[src/rtl/rectangle_pkg.sv]
`default_nettype none
// +----------------------------------------------------------------------+
// | rectangle_pkg                                                         |
// | Shared types, S-box and round-constant LFSR for the RECTANGLE         |
// | key schedule.                                                         |
// | Rev 1.0                                                               |
// +----------------------------------------------------------------------+
package rectangle_pkg;

  localparam logic [4:0] RC_INIT = 5'h01;

  typedef enum logic {
    KEY80  = 1'b0,
    KEY128 = 1'b1
  } key_len_e;

  typedef enum logic [1:0] {
    IDLE = 2'd0,
    RUN  = 2'd1,
    DONE = 2'd2
  } skey_state_e;

  function automatic logic [3:0] rectangle_sbox(input logic [3:0] x);
    logic [3:0] y;
    case (x)
      4'h0: y = 4'h6;
      4'h1: y = 4'h5;
      4'h2: y = 4'hC;
      4'h3: y = 4'hA;
      4'h4: y = 4'h1;
      4'h5: y = 4'hE;
      4'h6: y = 4'h7;
      4'h7: y = 4'h9;
      4'h8: y = 4'hB;
      4'h9: y = 4'h0;
      4'hA: y = 4'h3;
      4'hB: y = 4'hD;
      4'hC: y = 4'h8;
      4'hD: y = 4'hF;
      4'hE: y = 4'h4;
      default: y = 4'h2;
    endcase
    return y;
  endfunction

  function automatic logic [4:0] rc_step(input logic [4:0] rc);
    return {rc[3:0], rc[4] ^ rc[2]};
  endfunction

endpackage
`default_nettype wire

[src/rtl/rectangle_skey_round.sv]
`default_nettype none
// +----------------------------------------------------------------------+
// | rectangle_skey_round                                                  |
// | Combinational one-round key-state update for 80- and 128-bit keys.    |
// | Rev 1.0                                                               |
// +----------------------------------------------------------------------+
module rectangle_skey_round
  import rectangle_pkg::*;
(
  input  logic [127:0] i_state,
  input  key_len_e     i_mode,
  input  logic [4:0]   i_rc,
  output logic [127:0] o_state
);

  logic [31:0]  w_w0, w_w1, w_w2, w_w3;
  logic [15:0]  w_h0, w_h1, w_h2, w_h3, w_h4;
  logic [127:0] w_next128, w_next80;

  // Column nibble is {r3,r2,r1,r0}; S-box output bit j lands in row j.
  always_comb begin
    w_w0 = i_state[31:0];
    w_w1 = i_state[63:32];
    w_w2 = i_state[95:64];
    w_w3 = i_state[127:96];
    for (int c = 0; c < 8; c++) begin
      {w_w3[c], w_w2[c], w_w1[c], w_w0[c]} =
        rectangle_sbox({i_state[96+c], i_state[64+c], i_state[32+c], i_state[c]});
    end
  end

  always_comb begin
    w_h0 = i_state[15:0];
    w_h1 = i_state[31:16];
    w_h2 = i_state[47:32];
    w_h3 = i_state[63:48];
    w_h4 = i_state[79:64];
    for (int c = 0; c < 4; c++) begin
      {w_h3[c], w_h2[c], w_h1[c], w_h0[c]} =
        rectangle_sbox({i_state[48+c], i_state[32+c], i_state[16+c], i_state[c]});
    end
  end

  assign w_next128 = {w_w0,
                      {w_w2[15:0], w_w2[31:16]} ^ w_w3,
                      w_w2,
                      {w_w0[23:0], w_w0[31:24]} ^ w_w1 ^ {27'd0, i_rc}};

  assign w_next80 = {48'd0,
                     w_h0,
                     {w_h3[3:0], w_h3[15:4]} ^ w_h4,
                     w_h3,
                     w_h2,
                     {w_h0[7:0], w_h0[15:8]} ^ w_h1 ^ {11'd0, i_rc}};

  assign o_state = (i_mode == KEY128) ? w_next128 : w_next80;

endmodule
`default_nettype wire

[src/rtl/rectangle_skeygen_multi.sv]
`default_nettype none
// +----------------------------------------------------------------------+
// | rectangle_skeygen_multi                                               |
// | RECTANGLE key schedule: writes NUM_ROUNDS+1 subkeys, one per cycle.   |
// | Optional RECTANGLE_SKEY_FLUSH_EN: flush_mem pulse on start accept.    |
// | Rev 1.0                                                               |
// +----------------------------------------------------------------------+
module rectangle_skeygen_multi
  import rectangle_pkg::*;
#(
  parameter int NUM_ROUNDS = 25,
  parameter int ADDR_W     = 5
)(
  input  logic              Clk,
  input  logic              Rst,
  input  logic              start,
  input  logic              key_len,
  input  logic [127:0]      key_in,
  output logic              busy,
  output logic              done,
  output logic              flush_mem,
  output logic              WE_mem,
  output logic [ADDR_W-1:0] WAddr_mem,
  output logic [63:0]       KeyIn_mem
);

  localparam logic [ADDR_W-1:0] c_LAST = ADDR_W'(NUM_ROUNDS);

  skey_state_e       r_state, w_next_state;
  logic [127:0]      r_key, w_key_next;
  key_len_e          r_mode;
  logic [4:0]        r_rc;
  logic [ADDR_W-1:0] r_cnt;
  logic              w_accept, w_last;
  logic [63:0]       w_subkey;

  assign w_accept = (r_state == IDLE) && start;
  assign w_last   = (r_cnt == c_LAST);

  rectangle_skey_round u_round (
    .i_state (r_key),
    .i_mode  (r_mode),
    .i_rc    (r_rc),
    .o_state (w_key_next)
  );

  // 80-bit rows are 16 bits wide, so the low 64 bits are already {r3,r2,r1,r0}.
  assign w_subkey = (r_mode == KEY128) ?
                    {r_key[111:96], r_key[79:64], r_key[47:32], r_key[15:0]} :
                    r_key[63:0];

  always_ff @(posedge Clk or posedge Rst) begin
    if (Rst) r_state <= IDLE;
    else     r_state <= w_next_state;
  end

  always_comb begin
    w_next_state = r_state;
    case (r_state)
      IDLE:    if (start)  w_next_state = RUN;
      RUN:     if (w_last) w_next_state = DONE;
      DONE:    w_next_state = IDLE;
      default: w_next_state = IDLE;
    endcase
  end

  always_comb begin
    busy      = 1'b0;
    done      = 1'b0;
    WE_mem    = 1'b0;
    WAddr_mem = '0;
    KeyIn_mem = '0;
    case (r_state)
      RUN: begin
        busy      = 1'b1;
        WE_mem    = 1'b1;
        WAddr_mem = r_cnt;
        KeyIn_mem = w_subkey;
      end
      DONE:    done = 1'b1;
      default: ;
    endcase
  end

`ifdef RECTANGLE_SKEY_FLUSH_EN
  assign flush_mem = w_accept;
`else
  assign flush_mem = 1'b0;
`endif

  // The state is not advanced past the final subkey, keeping the counter in range.
  always_ff @(posedge Clk or posedge Rst) begin
    if (Rst) begin
      r_key  <= '0;
      r_mode <= KEY80;
      r_rc   <= RC_INIT;
      r_cnt  <= '0;
    end else if (w_accept) begin
      r_key  <= key_len ? key_in : {48'd0, key_in[79:0]};
      r_mode <= key_len_e'(key_len);
      r_rc   <= RC_INIT;
      r_cnt  <= '0;
    end else if ((r_state == RUN) && !w_last) begin
      r_key  <= w_key_next;
      r_rc   <= rc_step(r_rc);
      r_cnt  <= r_cnt + ADDR_W'(1);
    end
  end

endmodule
`default_nettype wire

[config.mk]
export PLATFORM = sky130hd
export DESIGN_NAME = rectangle_skeygen_multi
export DESIGN_NICKNAME = d
export VERILOG_FILES = /design/src/rtl/rectangle_pkg.sv /design/src/rtl/rectangle_skey_round.sv /design/src/rtl/rectangle_skeygen_multi.sv
export SDC_FILE = /design/constraint.sdc
export NUM_CORES = 1
export LEC_CHECK = 0
export ABC_AREA = 1
export BUFFER_PORTS_ARGS = -buffer_cell sky130_fd_sc_hd__buf_4
export CORE_MARGIN = 5
export CORE_UTILIZATION = 25
export CTS_CLUSTER_SIZE = 12
export DETAILED_ROUTE_END_ITERATION = 8
export SLEW_MARGIN = 20
export SYNTH_ARGS = -nofsm -noshare
export SYNTH_HDL_FRONTEND = slang
export SYNTH_SLANG_ARGS = --single-unit
[constraint.sdc]
create_clock -name Clk -period 4.05 [get_ports Clk]
set_clock_uncertainty 0.05 [all_clocks]
set_input_delay 0.405 -clock Clk [delete_from_list [all_inputs] [get_ports Clk]]
set_output_delay 0.405 -clock Clk [all_outputs]
set_load 0.03 [all_outputs]
==> results of run 1 <==
-- where the power goes --
part	total, uW	internal (uW)	switching (uW)
logic	9590	3330	6260
registers	3190	2170	1020
clock network	1610	920	694
total	14400	6420	7980
-- registers in the layout, summed over array words and instances (netlist names) --
register  flops
r_state       2
r_mode        1
r_cnt         5
r_rc          5
r_key       128
-- cell usage after synthesis (all sizes together) --
library cell and number:
nand2 320, o221ai 12, o311ai 2, ha 62
a31oi 11, inv 170, nand4 2, nor4 1
or2 11, a21o 5, conb 1, a21oi 195
nand3 91, buf 66, o21ai 167, nor2 133
nor3 7, clkbuf 29, xnor2 5, dfstp 1
mux2i 2, a211oi 4, o22ai 38, xor2 14
o211ai 25, a22oi 42, dfrtp 140, nand3b 4
-- worst max-delay path by stage --
stage                     startpoint             to  depth (start not counted)
after floorplan                  Rst       r_cnt[0]                          1
after global placement         start      r_key[71]                          8
after detailed placement       start      r_key[59]                          8
after CTS                     r_mode  KeyIn_mem[54]                          5
after global routing          r_mode  KeyIn_mem[38]                          5
final                         r_mode  KeyIn_mem[38]                          5
-- metrics by stage --
step	total power (uW)	setup slack (ns)	hold WS (ns)	utilization	area [um2]
6_report	14400	1.25	0.000725	0.312	13400
2_1_floorplan	9770	1.83	0.405	-	10900
5_1_grt	15700	1.18	0.0357	0.312	13400
3_3_place_gp	12600	1.52	0.444	0.299	12900
3_5_place_dp	12800	1.49	0.444	0.299	12900
4_1_cts	14500	1.26	0.0101	0.312	13400
-- per-layer routing --
layer,vias up,part of all wire
li1,5549,-
met1,5706,0.44
met2,486,0.48
met3,53,0.068
met4,2,0.018
met5,-,0.00016
-- cells by family after synthesis --
logic type                 after synthesis  share of synthesized area
xor gates and xnor gates                19                     0.0153
muxes                                    2                    0.00184
and+or+nand+nor                        569                      0.215
buffers and inverters                  265                      0.106
other                                    1                   0.000344
DFF                                    141                      0.324
AOI/OAI and AO/OA                      501                      0.266
adders and majority gates               62                     0.0712
-- cell type report --
class / instances / area share
multi-input cells: 1154 / 0.463
well taps: 585 / 0.0545
clock inverters: 11 / 0.00885
flip-flops and latches: 141 / 0.263
clock buffers: 21 / 0.0335
inverters: 170 / 0.0480
repair buffers: 223 / 0.129
==> metrics.md, run 1 <==
| Metric | Value |
|---|---|
| Met3 Usage GRT | 0.0352 |
| TritonCTS clock tree | yes |
| Mapped cell area | 10900 um2 |
| Worst Reg-to-Reg Cells | 9 |
| FF/Latch Area | 3530 um2 |
| Hold crit path type | in -> async |
| CTS Buf Count | 17 |
| Gate count after technology mapping | 1560 |
| Min Clock Period, post-route | 2.80 ns |
| DRC Markers | 0 |
| # clock sinks | 141 |
| First-pass GRT wire length | 68100 um |
| Most common cell after layout, fill and taps aside | nand2_1 |
| Post-Syn Nets | 1754 |
| H-tree depth | 4 |
| Vias in the first global route | 11577 |
| DR pass1 iterations | 5 |
| CP Capture Type | output pin |
| Met1 GRT Util | 0.248 |
| Tightest Pin Transition | 0.721 ns |
| Lkg Pwr | 0.00652 uW |
| Core ar. | 43100 um2 |
| Unrepaired setup endpoints after global routing | false |
| Fill count | 4630 |
| Endpoints failing hold | 0 |
| Dpl hpwl | 32400 um |
| Max_slew headroom | 0.520 |
| Placed cells | 2273 |
| Crit path DAT | 2.34 ns |
| Synth top area share | 0.322 |
| Synth Warn # | 0 |
| Largest net degree at the start of global routing | 96 |
| PwrDens | 1070 nW/um2 |
| Req. time, crit path | 3.60 ns |
| Flop2flop setup slack | 1.52 ns |
| Drt wl/cell | 19.5 um |
| Maximum vdd drop | 0.000427 V |
| R2r startpoint | r_cnt[1] |
| Post-CTS Hold Fix Bufs | 0 |
| Count of different cell masters after synthesis | 39 |
| Most frequent cells in the layout | nand2_1 (314), buf_4 (218), a21oi_1 (195) |
| Setup_tns | 0 ns |
| CTS root buffer | clkbuf_16 |
| Die area | 47900 um2 |
| Startpoint types | flip-flop |
| Synth area leader | dfrtp_1 |
| Layout area overhead | 23.3% |
| Routed Antenna Nets | 0 |
| CP max FO | 37 |
| Slowest CP cell | dfrtp_4 |
| Buffers on Ports | 203 |
| Remaining Overflow, GRT | 0 |
| Worst path top cell family by delay | buffers and inverters |
| Initial antenna violation count | 1 |
| Sequential share of the synthesized area | 0.324 |
| GRT Total Usage | 0.184 |
| Die height | 219 um |
| Reg2reg end | r_key[23] |
| Routed WL | 44900 um |
| Initial Util | 0.253 |
| Inserted Diodes | 0 |
| Multi-input logic area | 6210 um2 |
| F_max | 358 MHz |
| #FFs+latches synth | 141 |
| Gr busiest metal | met2 |
| Final cell count without fillers | 2305 |
| Post-CTS Setup Bufs | 0 |
| Status | completed |
| Clk buf depth | 2 |
| Vias | 11796 |
| Most common cell on crit path | buf_4 |
| Die W | 219 um |
| Post-CTS Resized | 0 |
| Num ports | 205 |
| DRT iter0 DRCs | 1007 |
| Clk pin slew, worst setup/hold paths | 0.07 ns |
| Share of cells above drive strength 1 | 0.173 |
| Max-cap violations | 0 |
| # setup viols final | 0 |
| Largest stage delay, worst path | 0.66 ns |
| Nets@finish | 1901 |
| Setup CP Type | reg -> out |
| Clock latency at the later pin of the worst-skew pair | 0.45 ns |
| Tcrit/Tclk final | 0.690 |
| Met2 GRT Util | 0.306 |
| Fin. max-slew vios | 0 |
| Row Count | 76 |
| Ranking of synthesized cells by area | dfrtp_1 (32%), nand2_1 (11%), a21oi_1 (9.0%) |
| Avg Inst Size Synth | 6.98 um2 |
| Worst path cell trace | inv_2 > buf_4 > nand2_1 > a21oi_1 > buf_4 |
| Routability Congestion | 0.859 |
| Buf+Inv Stages, Crit Path | 3 |
| Post-DR vias/cell | 5.12 |
Power figures use the tool's default switching activity.
==> inputs of run 2 (changes only) <==
==> constraint.sdc (replaced) <==
create_clock -name Clk -period 2.7 [get_ports Clk]
set_clock_uncertainty 0.05 [all_clocks]
set_input_delay 0.27 -clock Clk [delete_from_list [all_inputs] [get_ports Clk]]
set_output_delay 0.27 -clock Clk [all_outputs]
set_load 0.03 [all_outputs]
==> run 2 against run 1 <==
Compared with the run above: cell count grew 0.22%; sequential power grew 50%; core utilization grew 0.29 points; largest power group unchanged; clock-buffer cell count shrank 1; largest cell class unchanged; highest routed layer unchanged; register-to-register slack lost 1.1 ns.
==> metrics.md, run 2 (synthesis gave the netlist of run 1 again) <==
| Metric | Value |
|---|---|
| Regs by FF count | r_key (128), r_cnt (5), r_rc (5) |
| Buffers on Ports | 203 |
| Drt wl/cell | 19.3 um |
| Tightest Pin Transition | 0.740 ns |
| Placed cells | 2276 |
| Post-CTS Resized | 0 |
| Dpl hpwl | 32600 um |
| Max reg flops | 128 |
| Clk buf depth | 2 |
| Initial antenna violation count | 1 |
| Share of cells above drive strength 1 | 0.174 |
| Status | completed |
| Largest net degree at the start of global routing | 100 |
| Setup_tns | 0 ns |
| Unrepaired setup endpoints after global routing | false |
| Min Clock Period, post-route | 2.54 ns |
| TritonCTS clock tree | yes |
| Post-DR vias/cell | 5.03 |
| Endpoints failing hold | 0 |
| Layout area overhead | 24.4% |
| GRT Total Usage | 0.182 |
| PwrDens | 1610 nW/um2 |
| Vias in the first global route | 11281 |
| Crit path DAT | 2.22 ns |
| Core ar. | 43100 um2 |
| FF/Latch Area | 3530 um2 |
| Clk pin slew, worst setup/hold paths | 0.07 ns |
| Flop2flop setup slack | 0.39 ns |
| H-tree depth | 4 |
| Final cell count without fillers | 2310 |
| Die height | 219 um |
| Max_slew headroom | 0.507 |
| Setup CP Type | reg -> out |
| CTS Buf Count | 17 |
| Inserted Diodes | 0 |
| Initial Util | 0.253 |
| # setup viols final | 0 |
| F_max | 394 MHz |
| Startpoint types | flip-flop |
| Most common cell after layout, fill and taps aside | nand2_1 |
| DR pass1 iterations | 7 |
| Fin. max-slew vios | 0 |
| Tcrit/Tclk final | 0.939 |
| Clock latency at the later pin of the worst-skew pair | 0.43 ns |
| Nets@finish | 1906 |
| Die area | 47900 um2 |
| CP max FO | 37 |
| Req. time, crit path | 2.38 ns |
| DRT iter0 DRCs | 878 |
| CTS root buffer | clkbuf_16 |
| Routability Congestion | 0.870 |
| DRC Markers | 0 |
| Num ports | 205 |
| Hold crit path type | in -> reg |
| Remaining Overflow, GRT | 0 |
| Lkg Pwr | 0.00655 uW |
| Routed Antenna Nets | 0 |
| Row Count | 76 |
| CP Capture Type | output pin |
| Maximum vdd drop | 0.000713 V |
| Vias | 11626 |
| Fill count | 4684 |
| Max-cap violations | 0 |
| Die W | 219 um |
| Most frequent cells in the layout | nand2_1 (314), buf_4 (217), a21oi_1 (195) |
| # clock sinks | 141 |
| Biggest register | r_key |
| First-pass GRT wire length | 67500 um |
| Multi-input logic area | 6210 um2 |
| Routed WL | 44500 um |
[run 2: worst max-delay path, cell delays in order, from the launching register on]
cell,delay [ns]
dfrtp_4,0.65
inv_2,0.14
buf_4,0.35
nand2_1,0.13
a21oi_1,0.29
buf_4,0.22
[run 2: path summary, 6_finish.rpt]
| kind | start | depth (start not counted) | to |
|---|---|---|---|
| worst min register to register | r_cnt[4] | 1 | r_cnt[4] |
| worst min-delay path | key_in[49] | 3 | r_key[49] |
| min in group asynchronous | Rst | 3 | r_key[17] |
| max in group asynchronous | Rst | 4 | r_key[15] |
| worst max register to register | r_key[33] | 10 | r_key[1] |
| worst max-delay path | r_mode | 5 | KeyIn_mem[37] |
[run 2: where the power goes]
| group | leakage, uW | internal (uW) | total, uW | switching (uW) |
|---|---|---|---|---|
| logic | 0.00456 | 5100 | 14500 | 9450 |
| registers | 0.00171 | 3250 | 4800 | 1550 |
| clock network | 0.000277 | 1460 | 2490 | 1020 |
[run 2: cell type report]
| class | instances | area share |
|---|---|---|
| Clock buffer | 20 | 0.0322 |
| Clock inverter | 12 | 0.0121 |
| Inverter | 170 | 0.0475 |
| Multi-Input combinational cell | 1154 | 0.458 |
| Sequential cell | 141 | 0.261 |
| Tap cell | 585 | 0.0540 |
| Timing Repair Buffer | 228 | 0.135 |
[run 2: what timing repair did]
item	CTS	global route
endpoints found under the hold margin	20	0
setup buffers	0	0
endpoints found under the setup margin	0	0
hold buffers	2	0
[run 2: metal layers]
layer / up-vias / track usage / wire (um)
met5: - / 0 / 20
met4: 2 / 0.0647 / 1420
met3: 65 / 0.0301 / 2910
met2: 419 / 0.299 / 21000
met1: 5576 / 0.243 / 19200
li1: 5564 / - / -
[run 2: metrics by stage]
stage	utilization	total power (uW)	instance area (um2)	worst slack (ns)	hold WS [ns]
2_1_floorplan	-	14700	10900	0.618	0.347
3_3_place_gp	0.300	19200	12900	0.448	0.335
3_5_place_dp	0.300	19300	12900	0.447	0.335
4_1_cts	0.315	21900	13600	0.143	0.00145
5_1_grt	0.315	23800	13600	0.0298	0.0158
6_report	0.315	21800	13600	0.165	0.0177
